$ cat src/rtl/pipe_pkg.sv
// Shared types and default widths for elastic pipeline stage registers.
package pipe_pkg;

    localparam int DATA_W_DEF = 160;
    localparam int CTRL_W_DEF = 16;
    localparam int CNT_W      = 32;

    typedef enum logic [1:0] {
        OCC_EMPTY = 2'd0,
        OCC_ONE   = 2'd1,
        OCC_FULL  = 2'd2
    } occ_e;

    function automatic occ_e occ_of(input logic m_valid, input logic s_valid);
        return occ_e'({1'b0, m_valid} + {1'b0, s_valid});
    endfunction

endpackage

$ cat src/rtl/pipe_slot.sv
// One storage slot (valid + payload + control) with load, drop and masked kill.
module pipe_slot #(
    parameter int                DATA_W    = 160,
    parameter int                CTRL_W    = 16,
    parameter logic [CTRL_W-1:0] KILL_MASK = '1
) (
    input  logic              clk,
    input  logic              reset,
    input  logic              load,
    input  logic              drop,
    input  logic              kill,
    input  logic [DATA_W-1:0] load_data,
    input  logic [CTRL_W-1:0] load_ctrl,
    output logic              valid,
    output logic [DATA_W-1:0] data,
    output logic [CTRL_W-1:0] ctrl
);

    // NOTE: payload is cleared on reset too, so a reset stage shows all-zero outputs.
    always_ff @(posedge clk) begin
        if (reset) begin
            valid <= 1'b0;
            data  <= '0;
            ctrl  <= '0;
        end else if (kill) begin
            // Kill keeps the payload; only masked control bits are squashed.
            valid <= 1'b0;
            ctrl  <= ctrl & ~KILL_MASK;
        end else if (load) begin
            valid <= 1'b1;
            data  <= load_data;
            ctrl  <= load_ctrl;
        end else if (drop) begin
            valid <= 1'b0;
        end
    end

endmodule

$ cat src/rtl/elastic_stage_reg.sv
// Valid/ready pipeline stage register with optional skid slot, hold, flush and perf counters.
module elastic_stage_reg
    import pipe_pkg::*;
#(
    parameter int                DATA_W    = DATA_W_DEF,
    parameter int                CTRL_W    = CTRL_W_DEF,
    parameter logic [CTRL_W-1:0] KILL_MASK = '1,
    parameter int                SKID      = 1
) (
    input  logic              clk,
    input  logic              reset,
    input  logic              in_valid,
    output logic              in_ready,
    input  logic [DATA_W-1:0] in_data,
    input  logic [CTRL_W-1:0] in_ctrl,
    input  logic              hold,
    input  logic              flush,
    output logic              out_valid,
    input  logic              out_ready,
    output logic [DATA_W-1:0] out_data,
    output logic [CTRL_W-1:0] out_ctrl,
    output logic [1:0]        occupancy,
    output logic [CNT_W-1:0]  stall_cnt,
    output logic [CNT_W-1:0]  flush_cnt,
    output logic [CNT_W-1:0]  xfer_cnt
);

    logic              m_valid, s_valid;
    logic [DATA_W-1:0] s_data, m_load_data;
    logic [CTRL_W-1:0] s_ctrl, m_load_ctrl;
    logic              normal, kill;
    logic              in_fire, out_fire;
    logic              m_load, m_drop, s_load, s_drop;
    occ_e              occ;

    assign normal = ~reset & ~hold & ~flush;
    assign kill   = ~hold & flush;

    // Skid mode readiness comes only from the registered S.valid, breaking the ready chain.
    assign in_ready  = normal & ((SKID != 0) ? ~s_valid : (~m_valid | out_ready));
    assign out_valid = ~reset & ~hold & m_valid;
    assign in_fire   = in_valid & in_ready;
    assign out_fire  = out_valid & out_ready & normal;

    always_comb begin
        m_load = 1'b0;
        m_drop = 1'b0;
        s_load = 1'b0;
        s_drop = 1'b0;
        if (SKID != 0) begin
            m_load = (s_valid & out_fire) | (in_fire & (~m_valid | out_fire));
            s_load = in_fire & m_valid & ~out_fire;
            s_drop = s_valid & out_fire;
        end else begin
            m_load = in_fire;
        end
        m_drop = out_fire & ~m_load;
    end

    // When S is occupied it is always the older entry, so it refills M first.
    assign m_load_data = s_valid ? s_data : in_data;
    assign m_load_ctrl = s_valid ? s_ctrl : in_ctrl;

    pipe_slot #(.DATA_W(DATA_W), .CTRL_W(CTRL_W), .KILL_MASK(KILL_MASK)) u_m (
        .clk       (clk),
        .reset     (reset),
        .load      (m_load),
        .drop      (m_drop),
        .kill      (kill),
        .load_data (m_load_data),
        .load_ctrl (m_load_ctrl),
        .valid     (m_valid),
        .data      (out_data),
        .ctrl      (out_ctrl)
    );

    if (SKID != 0) begin : g_skid
        pipe_slot #(.DATA_W(DATA_W), .CTRL_W(CTRL_W), .KILL_MASK(KILL_MASK)) u_s (
            .clk       (clk),
            .reset     (reset),
            .load      (s_load),
            .drop      (s_drop),
            .kill      (kill),
            .load_data (in_data),
            .load_ctrl (in_ctrl),
            .valid     (s_valid),
            .data      (s_data),
            .ctrl      (s_ctrl)
        );
    end else begin : g_no_skid
        assign s_valid = 1'b0;
        assign s_data  = '0;
        assign s_ctrl  = '0;
    end

    assign occ       = occ_of(m_valid, s_valid);
    assign occupancy = occ;

    // NOTE: counters are sequential state, so they use non-blocking assignments.
    always_ff @(posedge clk) begin
        if (reset) begin
            stall_cnt <= '0;
            flush_cnt <= '0;
            xfer_cnt  <= '0;
        end else begin
            if (hold)     stall_cnt <= stall_cnt + CNT_W'(1);
            if (kill)     flush_cnt <= flush_cnt + CNT_W'(1);
            if (out_fire) xfer_cnt  <= xfer_cnt + CNT_W'(1);
        end
    end

endmodule

$ cat config.mk
export PLATFORM = sky130hd
export DESIGN_NAME = elastic_stage_reg
export DESIGN_NICKNAME = d
export VERILOG_FILES = /design/src/rtl/pipe_pkg.sv /design/src/rtl/pipe_slot.sv /design/src/rtl/elastic_stage_reg.sv
export SDC_FILE = /design/constraint.sdc
export NUM_CORES = 1
export LEC_CHECK = 0
export BUFFER_PORTS_ARGS = -buffer_cell sky130_fd_sc_hd__buf_4
export CORE_ASPECT_RATIO = 0.6
export CORE_MARGIN = 3
export CORE_UTILIZATION = 53
export DETAILED_ROUTE_END_ITERATION = 6
export PLACE_DENSITY = 0.82
export SLEW_MARGIN = 10
export SYNTH_ARGS = -nofsm -noshare
export SYNTH_HDL_FRONTEND = slang
export SYNTH_SLANG_ARGS = --single-unit
$ cat constraint.sdc
create_clock -name clk -period 2.8 [get_ports clk]
set_input_delay 0.14 -clock clk [delete_from_list [all_inputs] [get_ports clk]]
set_output_delay 0.14 -clock clk [all_outputs]
set_load 0.03 [all_outputs]
==> results.txt, run 1 <==
----------------------------------------------------
[Outcome]
  Result of the run ... finished, final reports clean

[Floorplanning]
  Count of pins on the block boundary ... 458
  Die Footprint ... 0.0368 mm^2
  Effective utilization at floorplan ... about 55%
  Die boundary height ... 150 um
  Die W ... 246 um
  Core Footprint ... 0.0332 mm^2
  FP Rows ... between 50 and 60

[Drt]
  Initial DRC count ... 1232
  DRC violations left ... 0
  Total routed wirelength ... 58900 um
  Number of routed nets with antenna violations ... 0
  Total number of vias ... 18000
  Routed WL per cell ... between 15 and 20 um
  Via density per instance ... 5.75
  Router iterations before antenna repair ... 5

[Setup path]
  R2r worst-path depth ... 6
  Crit path DAT ... 3.06 ns
  Highest fanout seen on the critical path ... 43
  Terminus of the critical flop-to-flop path ... g_skid.u_s.data[1]$_SDFFE_PP0P_
  Sort of element at the end of the critical path ... flip-flop
  Worst flop-to-flop path startpoint ... u_m.valid$_SDFFE_PP0P_
  Cell chain of the critical path ... nor2b_1 -> and3_4 -> buf_12 -> nand2_1 -> a21oi_1 -> dlygate4sd3_1
  Data required time at the worst endpoint ... 3.27 ns
  Type of the worst setup path ... reg2reg
  CP delay by family, top ... simple AND/OR/NAND/NOR gates
  Setup crit start ... u_m.valid$_SDFFE_PP0P_
  Stage delay of the slowest cell on the critical path ... 0.58 ns
  CP startpoint kind ... flip-flop
  Count of buffering cells on the critical path with inverters included ... 2
  Reg2Reg Setup Slack ... 0.22 ns
  Critical Path Slowest Stage Cell ... sky130_fd_sc_hd__dlygate4sd3_1

[Pwr]
  Post-route total power ... 13.5 mW
  Leakage power summed over all cells ... 9.16 nW
  Worst-case vdd ir drop ... 0.442 mV
  Power density over cell area ... 533 mW/mm^2

[Synth]
  Gate count of the mapped netlist ... 2094
  Mean post-synth cell area ... 8.72 um^2
  Yosys warning count ... 0
  Flip-flop and latch count after synthesis ... 450
  Mapped cell area ... ~0.018 mm^2
  Number of unique standard cell types used by synthesis ... 40
  Sequential cell area fraction in the yosys report ... 49.4%
  Post-synthesis net count ... 2280

[STA]
  Hold Vio Cnt, Final ... 0
  Setup Skew ... between 0.01 and 0.015 ns
  Final number of setup-violating endpoints ... 0
  Hold WS ... 0.0731 ns
  Max-slew violation total from the final report ... 0
  Share of the clock period used by the worst path after layout ... 92.3%
  Final critical-path required period ... 2.58 ns
  RSZ-0062 raised after global routing ... no
  Highest clock rate ... just under 400 MHz
  Setup Total Neg Slack ... 0 ns
  Worst relative slew slack ... between 30% and 40%
  Transition time at the pin with the least slew margin ... 1.01 ns

[Hold path]
  Count of cells along the worst hold path ... 4
  Start point of the worst hold path ... out_ready
  HP Class ... in2reg
  WHS Endpoint ... xfer_cnt[1]$_SDFFE_PP0P_

[Clock network]
  Worst-skew pair later-pin latency ... 0.54 ns
  CTS H-tree depth ... 2
  CTS tree ... built
  Number of buffers inserted during clock tree synthesis ... 41
  Number of sinks handled by clock tree synthesis ... between 400 and 500
  Number of buffers inserted by post-CTS setup repair ... 0
  Library cell used as clock root buffer ... sky130_fd_sc_hd__clkbuf_16
  Buffers from clock root to sink, at most ... 3
  Clk pin slew, worst setup/hold paths ... ~0.07 ns

[Cells and area]
  # nets final ... ~2800
  Post-route non-filler standard cell count ... approximately 3100
  Layout Area Growth over Synthesis ... 38.5%
  Ratio of cells with drive above 1 in the final layout ... about a fifth
  Layout filler cell count ... 2072
  Highest-count cells in the layout ignoring fill and taps ... 468 x sky130_fd_sc_hd__buf_4, 449 x sky130_fd_sc_hd__dfxtp_1, 385 x sky130_fd_sc_hd__nand2_1
  Most frequent standard cell in the layout excluding fill and tap cells ... sky130_fd_sc_hd__buf_4

[Placement]
  Placer Congestion ... 0.842
  Number of buffer cells added on primary ports ... roughly 460
  Total placed cells including tap cells ... 2855
  Placed wire-length estimate after detailed placement ... 35400 um

[Global routing]
  Global-route wire length before repair ... around 93000 um
  GRT Residual Overflow ... 0
  Number of antenna violations at the first check in global routing ... 8
  Vias in the first global route ... 17500
  Largest net degree at the start of global routing ... 216
  Overall fraction of global-route tracks in use ... 30.7%

[Flow run]
  Number of maximum-capacitance violations ... 0

----------------------------------------------------
cell usage after synthesis:
library cell / number / area, um^2
sky130_fd_sc_hd__dfxtp_1: 450 / 9010
sky130_fd_sc_hd__nand2_1: 385 / 1450
sky130_fd_sc_hd__a21oi_1: 227 / 1140
sky130_fd_sc_hd__nor2_1: 217 / 815
sky130_fd_sc_hd__mux2i_1: 179 / 1790
sky130_fd_sc_hd__a211oi_1: 176 / 1320
sky130_fd_sc_hd__clkbuf_1: 122 / 458
sky130_fd_sc_hd__buf_2: 42 / 210
sky130_fd_sc_hd__or4_1: 38 / 285
sky130_fd_sc_hd__o31ai_1: 33 / 248
sky130_fd_sc_hd__nand3_1: 32 / 160
sky130_fd_sc_hd__nand4_1: 22 / 138
sky130_fd_sc_hd__o21ai_0: 18 / 90.1
sky130_fd_sc_hd__or3_1: 17 / 106
sky130_fd_sc_hd__xor2_1: 16 / 140
sky130_fd_sc_hd__and4_1: 14 / 123
sky130_fd_sc_hd__inv_1: 13 / 48.8
sky130_fd_sc_hd__xnor2_1: 13 / 114
sky130_fd_sc_hd__and3_1: 10 / 62.6
sky130_fd_sc_hd__nor4_1: 10 / 62.6
sky130_fd_sc_hd__nor2b_1: 8 / 50.1
sky130_fd_sc_hd__o311ai_0: 7 / 61.3
sky130_fd_sc_hd__o41ai_1: 7 / 61.3
sky130_fd_sc_hd__buf_1: 5 / 18.8
sky130_fd_sc_hd__mux2_2: 5 / 56.3
sky130_fd_sc_hd__or2_2: 5 / 31.3
sky130_fd_sc_hd__ha_1: 4 / 50.1
sky130_fd_sc_hd__nor3_1: 4 / 20.0
sky130_fd_sc_hd__and2_1: 2 / 12.5
sky130_fd_sc_hd__buf_6: 2 / 22.5
sky130_fd_sc_hd__mux2_1: 2 / 22.5
sky130_fd_sc_hd__a22oi_1: 1 / 7.51
sky130_fd_sc_hd__and3b_1: 1 / 8.76
sky130_fd_sc_hd__nand4b_1: 1 / 8.76
sky130_fd_sc_hd__nor3b_1: 1 / 7.51
sky130_fd_sc_hd__nor4_2: 1 / 12.5
sky130_fd_sc_hd__o21a_1: 1 / 7.51
sky130_fd_sc_hd__o31a_1: 1 / 8.76
sky130_fd_sc_hd__or3_4: 1 / 11.3
sky130_fd_sc_hd__or4b_1: 1 / 10.0
report_power, final:
group	internal (mW)	total, mW	switching [mW]
clock	3.24	5.68	2.44
sequential	6.49	6.55	0.0623
combinational	0.576	1.24	0.661
worst reg2reg max path, stage by stage (launching register included):
cell	delay [ns]
sky130_fd_sc_hd__dfxtp_1	0.50
sky130_fd_sc_hd__nor2b_1	0.40
sky130_fd_sc_hd__and3_4	0.48
sky130_fd_sc_hd__buf_12	0.29
sky130_fd_sc_hd__nand2_1	0.13
sky130_fd_sc_hd__a21oi_1	0.14
sky130_fd_sc_hd__dlygate4sd3_1	0.58
stage by stage:
| step | setup slack [ns] | area, um^2 | util [%] |
|---|---|---|---|
| 2_1_floorplan | 0.505 | 18300 | - |
| 3_3_place_gp | 0.461 | 21900 | 66.1 |
| 3_5_place_dp | 0.328 | 21900 | 66.1 |
| 4_1_cts | 0.300 | 25300 | 76.1 |
| 5_1_grt | 0.102 | 25300 | 76.2 |
| 6_report | 0.216 | 25300 | 76.2 |
sequential cells by signal, summed over array words and instances, names as in the netlist:
name              count
u_m.valid             1
stall_cnt            32
g_skid.u_s.data     160
flush_cnt            32
xfer_cnt             32
u_m.data            160
u_m.ctrl             16
g_skid.u_s.ctrl      16
g_skid.u_s.valid      1
routing by layer:
layer | wire (um) | part of all wire, % | global-route usage (%) | vias to the layer above
met5 | 0 | 0 | 0 | -
met2 | 28000 | 48 | 52.0 | 751
met4 | 3100 | 5.3 | 15.8 | 0
met3 | 4420 | 7.5 | 6.66 | 211
li1 | - | - | - | 8500
met1 | 23300 | 40 | 37.1 | 8579
layout make-up:
type | count | area, um^2 | area share (%)
well taps | 450 | 563 | 2.23
clock inverters | 6 | 58.8 | 0.233
diodes | 9 | 22.5 | 0.0891
clock buffers | 69 | 1290 | 5.12
flip-flops and latches | 450 | 9010 | 35.6
inverters | 13 | 48.8 | 0.193
multi-input cells | 1460 | 8510 | 33.6
repair buffers | 681 | 5780 | 22.9
cell families (layout without fill, tap and decap cells):
family,Yosys count,count (layout),synth area share [%]
other,0,9,0
AOI/OAI and AO/OA,471,471,16.1
DFF,450,450,49.4
xor gates and xnor gates,29,29,1.39
and+or+nand+nor,770,770,18.5
buffers and inverters,184,769,4.15
muxes,186,186,10.2
adders and majority gates,4,4,0.274
how the worst max path moves through the flow:
stage / to / cells past startpoint
floorplan: g_skid.u_s.data[100]$_SDFFE_PP0P_ / 7
global placement: xfer_cnt[29]$_SDFFE_PP0P_ / 4
detailed placement: xfer_cnt[26]$_SDFFE_PP0P_ / 4
CTS: g_skid.u_s.data[68]$_SDFFE_PP0P_ / 6
global route: g_skid.u_s.data[1]$_SDFFE_PP0P_ / 6
finish: g_skid.u_s.data[1]$_SDFFE_PP0P_ / 6
repair_timing:
action                                 CTS  global route
hold buffers                           199             0
endpoints found under the hold margin  359             0
gates resized for setup                  0             0
Note: power is estimated with default switching activity, not from simulation.
==> run 2: changes to the inputs <==
clock period = 2.75 ns   (was 2.8 ns; I/O delays follow)
==> results.txt, run 2 (synthesis results as in run 1) <==
----------------------------------------------------
[Pwr]
  Leakage power summed over all cells ... 9.05 nW (-1.2%)
  Cell-internal power ... 10.5 mW (+1.7%)
  Switching part of the total power ... 24.0% (+0.51 points)
  Post-route total power ... 13.8 mW (+2.3%)
  Fraction of power consumed by sequential logic ... 48.4% (-0.2 points)
  Power share of the combinational group ... 9.1% (about the same)
  Power density over cell area ... 549 mW/mm^2 (+3.0%)
  Relative contribution of the clock network to total power ... 42.5% (+0.3 points)
  Sw power ... 3.31 mW (+4.6%)
  Worst-case vdd ir drop ... 0.514 mV (+16%)

[Global routing]
  Global-route wire length before repair ... 93700 um (+1.2%)
  Vias in the first global route ... 17500 (-0.13%)
  Largest net degree at the start of global routing ... 243 (+13%)
  GRT Residual Overflow ... 0 (unchanged)
  Overall fraction of global-route tracks in use ... 31.2% (+0.50 points)
  Number of antenna violations at the first check in global routing ... 12 (+4)

[Hold path]
  Start point of the worst hold path ... flush
  WHS Endpoint ... xfer_cnt[5]$_SDFFE_PP0P_
  HP Class ... in2reg
  Count of cells along the worst hold path ... 5 (+1)

[Clock network]
  Worst-skew pair later-pin latency ... 0.54 ns (about the same)
  CTS tree ... built
  Buffers from clock root to sink, at most ... 3 (unchanged)
  CTS H-tree depth ... 2 (unchanged)
  Number of sinks handled by clock tree synthesis ... 450 (unchanged)
  Library cell used as clock root buffer ... sky130_fd_sc_hd__clkbuf_16
  Number of buffers inserted during clock tree synthesis ... 41 (unchanged)
  Clk pin slew, worst setup/hold paths ... 0.07 ns (about the same)

[Placement]
  Placer Congestion ... 0.833 (-1.0%)
  Placed wire-length estimate after detailed placement ... 35300 um (-0.21%)
  Number of buffer cells added on primary ports ... 457 (unchanged)
  Total placed cells including tap cells ... 2853 (-0.070%)

[Floorplanning]
  Die boundary height ... 150 um (unchanged)
  Die Footprint ... 0.0368 mm^2 (unchanged)
  FP Rows ... 51 (unchanged)
  Effective utilization at floorplan ... 55.0% (unchanged)
  Count of pins on the block boundary ... 458 (unchanged)
  Die W ... 246 um (unchanged)
  Core Footprint ... 0.0332 mm^2 (unchanged)

[Drt]
  Routed WL per cell ... 19.1 um (+1.7%)
  Router iterations before antenna repair ... 6 (+1)
  DRC violations left ... 0 (unchanged)
  Via density per instance ... 5.77 (+0.28%)
  Total routed wirelength ... 59800 um (+1.5%)
  Number of routed nets with antenna violations ... 0 (unchanged)
  Initial DRC count ... 1440 (+17%)
  Total number of vias ... 18100 (+0.061%)

[Cells and area]
  Area of the multi-input gates ... 0.00851 mm^2 (unchanged)
  Highest-count cells in the layout ignoring fill and taps ... 469 x sky130_fd_sc_hd__buf_4, 449 x sky130_fd_sc_hd__dfxtp_1, 385 x sky130_fd_sc_hd__nand2_1
  Largest registers ranked by flip-flop count ... g_skid.u_s.data x160, u_m.data x160
  Layout filler cell count ... 2119 (+2.3%)
  Sequential cell area ... 0.00901 mm^2 (unchanged)
  Ratio of cells with drive above 1 in the final layout ... 21.0% (+0.15 points)
  Layout Area Growth over Synthesis ... 37.7%
  Post-route non-filler standard cell count ... 3131 (-0.22%)
  # nets final ... 2818 (-0.53%)
  Most frequent standard cell in the layout excluding fill and tap cells ... sky130_fd_sc_hd__buf_4

[Setup path]
  Type of the worst setup path ... reg2reg
  Sort of element at the end of the critical path ... flip-flop
  Reg2Reg Setup Slack ... 0.20 ns (about the same)
  R2r worst-path depth ... 6 (unchanged)
  Data required time at the worst endpoint ... 3.24 ns (-0.03 ns)
  Crit path DAT ... 3.04 ns (-0.02 ns)
  Terminus of the critical flop-to-flop path ... g_skid.u_s.data[5]$_SDFFE_PP0P_
  CP startpoint kind ... flip-flop
  Highest fanout seen on the critical path ... 103 (+140%)
  Worst flop-to-flop path startpoint ... u_m.valid$_SDFFE_PP0P_

[STA]
  Transition time at the pin with the least slew margin ... 1.22 ns (+0.209 ns)
  Max-slew violation total from the final report ... 0 (unchanged)
  Highest clock rate ... 392 MHz (+1.4%)
  Final number of setup-violating endpoints ... 0 (unchanged)
  Setup Total Neg Slack ... 0 ns (unchanged)
  Final critical-path required period ... 2.55 ns (-0.0352 ns)
  RSZ-0062 raised after global routing ... no
  Setup Skew ... 0.0154 ns (+0.00303 ns)
  Share of the clock period used by the worst path after layout ... 92.7% (+0.40 points)
  Worst relative slew slack ... 18.5% (-14 points)
  Hold Vio Cnt, Final ... 0 (unchanged)

[Flow run]
  Number of maximum-capacitance violations ... 0 (unchanged)

[Outcome]
  Result of the run ... finished, final reports clean

----------------------------------------------------
## run 2: cell count changes in the layout (fill, tap and decap cells not counted), sizes merged
| cell | previous run | this run |
|---|---|---|
| clkbuf | 69 | 61 |
| bufinv | 1 | 3 |
| clkinv | 4 | 9 |
| dlygate4sd3 | 199 | 186 |
| clkinvlp | 0 | 2 |
| buf | 482 | 480 |
| diode | 9 | 16 |
## run 2: area by class of cell
cell class | instances | share of cell area [%]
Sequential cell | 450 | 35.9
Multi-Input combinational cell | 1460 | 33.9
Timing Repair Buffer | 666 | 22.3
Clock buffer | 61 | 4.70
Tap cell | 450 | 2.24
Clock inverter | 15 | 0.722
Inverter | 13 | 0.194
Antenna cell | 16 | 0.159
## run 2: timing repair
item | CTS | global route
setup buffers | 0 | 0
resized for setup | 0 | 0
hold buffers | 186 | 0
endpoints found under the hold margin | 361 | 0
## run 2: power groups by stage
stage / clock network, mW / registers (mW) / logic (mW)
6_report: 5.86 / 6.67 / 1.26
3_5_place_dp: 0 / 6.82 / 0.995
5_1_grt: 6.22 / 6.68 / 1.33
4_1_cts: 5.90 / 6.67 / 1.22
3_3_place_gp: 0 / 6.81 / 0.974
2_1_floorplan: 0 / 6.99 / 0.338
## run 2: worst max path at each step
stage,startpoint,endpoint,slack [ns],cells past startpoint
finish,u_m.valid$_SDFFE_PP0P_,g_skid.u_s.data[5]$_SDFFE_PP0P_,0.20,6
global route,u_m.valid$_SDFFE_PP0P_,g_skid.u_s.data[5]$_SDFFE_PP0P_,0.008,6
CTS,u_m.valid$_SDFFE_PP0P_,g_skid.u_s.data[28]$_SDFFE_PP0P_,0.22,6
detailed placement,stall_cnt[13]$_SDFFE_PP0P_,stall_cnt[29]$_SDFFE_PP0P_,0.47,4
global placement,hold,xfer_cnt[24]$_SDFFE_PP0P_,0.60,5
floorplan,g_skid.u_s.valid$_SDFFE_PP0P_,g_skid.u_s.data[100]$_SDFFE_PP0P_,0.45,7
## run 2: through the flow
step | cell area, um^2 | hold WS [ns] | util [%] | worst slack (ns)
2_1_floorplan | 18300 | 0.273 | - | 0.455
3_3_place_gp | 21900 | 0.394 | 65.9 | 0.596
3_5_place_dp | 21900 | 0.401 | 65.9 | 0.467
4_1_cts | 25100 | 0.0443 | 75.6 | 0.219
5_1_grt | 25100 | 0.0941 | 75.7 | 0.00772
6_report | 25100 | 0.0812 | 75.7 | 0.201
## run 2: worst max-delay path, cell delays in order (launching register included)
cell	delay (ns)
sky130_fd_sc_hd__dfxtp_1	0.49
sky130_fd_sc_hd__nor2b_1	0.38
sky130_fd_sc_hd__and3_4	0.38
sky130_fd_sc_hd__buf_12	0.43
sky130_fd_sc_hd__nand2_1	0.10
sky130_fd_sc_hd__a21oi_1	0.13
sky130_fd_sc_hd__dlygate4sd3_1	0.56
## run 2: layer usage
metal,share of wire (%),vias up,wire length [um],GRT usage (%)
met2,47,796,28200,52.1
met5,0.022,-,13,0
met3,8.1,202,4830,7.58
met1,40,8563,24000,38.3
met4,4.5,2,2710,14.8
li1,-,8489,-,-
==> run 3: changes to the inputs <==
==> constraint.sdc (replaced) <==
create_clock -name clk -period 2.75 [get_ports clk]
set_input_delay 0.1375 -clock clk [delete_from_list [all_inputs] [get_ports clk]]
set_output_delay 0.1375 -clock clk [all_outputs]
set_load 0.1 [all_outputs]
==> results.txt, run 3 (synthesis results as in run 1) <==
----------------------------------------------------
[Outcome]
  Result of the run ... finished, final reports clean

[STA]
  Final critical-path required period ... 2.45 ns (-0.100 ns)
  Hold Vio Cnt, Final ... 0 (unchanged)
  Setup Skew ... 0.0123 ns (-0.00308 ns)
  Highest clock rate ... 408 MHz (+4.1%)
  Max-slew violation total from the final report ... 0 (unchanged)
  RSZ-0062 raised after global routing ... no
  Setup Total Neg Slack ... 0 ns (unchanged)
  Final number of setup-violating endpoints ... 0 (unchanged)
  Share of the clock period used by the worst path after layout ... 89.0% (-3.6 points)
  Worst relative slew slack ... 20.1% (+1.6 points)
  Transition time at the pin with the least slew margin ... 1.20 ns (-0.0236 ns)
  Hold WS ... 0.0892 ns (+0.00805 ns)

[Global routing]
  Global routing met2 resource utilization ... 53.6% (+1.5 points)
  Global-route wire length before repair ... 93800 um (+0.18%)
  Number of antenna violations at the first check in global routing ... 10 (-2)
  Overall fraction of global-route tracks in use ... 31.2% (about the same)
  Vias in the first global route ... 17600 (+0.53%)
  Met3 global-route usage ... 7.70% (+0.13 points)
  Met1 Use GR ... 36.7% (-1.6 points)
  GRT Residual Overflow ... 0 (unchanged)
  Global route hottest layer ... met2
  Largest net degree at the start of global routing ... 207 (-15%)

[Setup path]
  Crit path DAT ... 2.87 ns (-0.17 ns)
  Highest fanout seen on the critical path ... 44 (-57%)
  Sort of element at the end of the critical path ... flip-flop
  Type of the worst setup path ... in2reg
  Setup crit start ... hold
  Data required time at the worst endpoint ... 3.17 ns (-0.07 ns)
  CP startpoint kind ... primary input
  R2r worst-path depth ... 4 (-2)
  Worst flop-to-flop path startpoint ... g_skid.u_s.valid$_SDFFE_PP0P_

[Drt]
  Total number of vias ... 18000 (-0.11%)
  Router iterations before antenna repair ... 7 (+1)
  Initial DRC count ... 1324 (-8.1%)
  Total routed wirelength ... 59900 um (+0.24%)
  Number of routed nets with antenna violations ... 0 (unchanged)
  DRC violations left ... 0 (unchanged)
  Via density per instance ... 5.77 (+0.15%)
  Routed WL per cell ... 19.2 um (+0.50%)

[Placement]
  Placed wire-length estimate after detailed placement ... 36500 um (+3.5%)
  Number of buffer cells added on primary ports ... 457 (unchanged)
  Placer Congestion ... 0.885 (+6.2%)
  Total placed cells including tap cells ... 2861 (+0.28%)

[Floorplanning]
  Die Footprint ... 0.0368 mm^2 (unchanged)
  Count of pins on the block boundary ... 458 (unchanged)
  Effective utilization at floorplan ... 55.0% (unchanged)
  Core Footprint ... 0.0332 mm^2 (unchanged)
  Die W ... 246 um (unchanged)
  FP Rows ... 51 (unchanged)
  Die boundary height ... 150 um (unchanged)

[Clock network]
  Number of buffers inserted during clock tree synthesis ... 41 (unchanged)
  Library cell used as clock root buffer ... sky130_fd_sc_hd__clkbuf_16
  CTS tree ... built
  CTS H-tree depth ... 2 (unchanged)
  Worst-skew pair later-pin latency ... 0.54 ns (about the same)
  Clk pin slew, worst setup/hold paths ... 0.06 ns (about the same)
  Buffers from clock root to sink, at most ... 3 (unchanged)
  Number of buffers inserted by post-CTS setup repair ... 0 (unchanged)
  Total of cells resized after clock tree synthesis ... 0 (unchanged)
  Number of sinks handled by clock tree synthesis ... 450 (unchanged)

[Cells and area]
  Largest registers ranked by flip-flop count ... g_skid.u_s.data x160, u_m.data x160
  # nets final ... 2820 (+0.071%)
  Layout Area Growth over Synthesis ... 37.6% (about the same)
  Ratio of cells with drive above 1 in the final layout ... 21.2% (+0.19 points)
  Post-route non-filler standard cell count ... 3123 (-0.26%)
  Highest-count cells in the layout ignoring fill and taps ... 473 x sky130_fd_sc_hd__buf_4, 446 x sky130_fd_sc_hd__dfxtp_1, 385 x sky130_fd_sc_hd__nand2_1
  Most frequent standard cell in the layout excluding fill and tap cells ... sky130_fd_sc_hd__buf_4

[Hold path]
  Start point of the worst hold path ... out_ready
  Count of cells along the worst hold path ... 4 (-1)
  HP Class ... in2reg

[Pwr]
  Leakage power summed over all cells ... 9.03 nW (-0.19%)
  Worst-case vdd ir drop ... 0.517 mV (+0.58%)
  Power density over cell area ... 560 mW/mm^2 (+2.1%)

[Flow run]
  Number of maximum-capacitance violations ... 0 (unchanged)

----------------------------------------------------
-- run 3: cell count changes in the layout (fill, tap and decap cells not counted), sizes merged --
cell,previous run,this run
buf,480,488
dlygate4sd3,186,180
clkinv,9,4
clkbuf,61,64
diode,16,13
bufinv,3,1
clkinvlp,2,0
inv,14,13
-- run 3: worst max-delay path, stage by stage --
cell and delay (ns):
sky130_fd_sc_hd__dlygate4sd3_1 0.57, sky130_fd_sc_hd__buf_4 0.21, sky130_fd_sc_hd__or3_1 0.54, sky130_fd_sc_hd__nor3_2 0.43
sky130_fd_sc_hd__buf_12 0.29, sky130_fd_sc_hd__buf_12 0.25, sky130_fd_sc_hd__nor2_1 0.09, sky130_fd_sc_hd__a211oi_1 0.30
-- run 3: final timing paths --
kind / end / slack, ns
worst max-delay path: u_m.data[138]$_SDFFE_PP0P_ / 0.30
worst max register to register: u_m.data[107]$_SDFFE_PP0P_ / 0.44
worst min register to register: g_skid.u_s.data[101]$_SDFFE_PP0P_ / 0.45
worst min-delay path: g_skid.u_s.valid$_SDFFE_PP0P_ / 0.09
-- run 3: final cells by class --
| cell class | instances | area [um^2] |
|---|---|---|
| Clock inverter | 5 | 61.3 |
| Inverter | 13 | 48.8 |
| Sequential cell | 450 | 9020 |
| Clock buffer | 64 | 1220 |
| Tap cell | 450 | 563 |
| Antenna cell | 13 | 32.5 |
| Multi-Input combinational cell | 1460 | 8520 |
| Fill cell | 2163 | 8070 |
| Timing Repair Buffer | 668 | 5650 |
-- run 3: what timing repair did --
item / 4_1_cts / 5_1_grt
hold endpoints to repair: 352 / 0
setup endpoints to repair: 0 / 0
hold buffers: 180 / 0
-- run 3: routing by layer --
layer,share of wire (%),vias up
met5,0,-
met4,4.9,0
met3,8.2,211
met2,48,788
met1,39,8572
li1,-,8462
-- run 3: metrics by stage --
step	setup WS, ns	util, %	power, mW	area [um^2]
final	0.301	75.7	14.1	25100
after global routing	0.198	75.7	14.5	25100
after CTS	0.480	75.6	14.1	25100
after detailed placement	0.470	66.3	8.31	22000
after global placement	0.552	66.3	8.29	22000
after floorplan	0.00837	-	7.81	18300
-- run 3: power breakdown --
part           internal [mW]  leakage, nW  switching (mW)
sequential              6.61         3.64          0.0648
clock                   3.15        0.630            2.49
combinational          0.590         4.76            1.17
total                   10.3         9.03            3.72
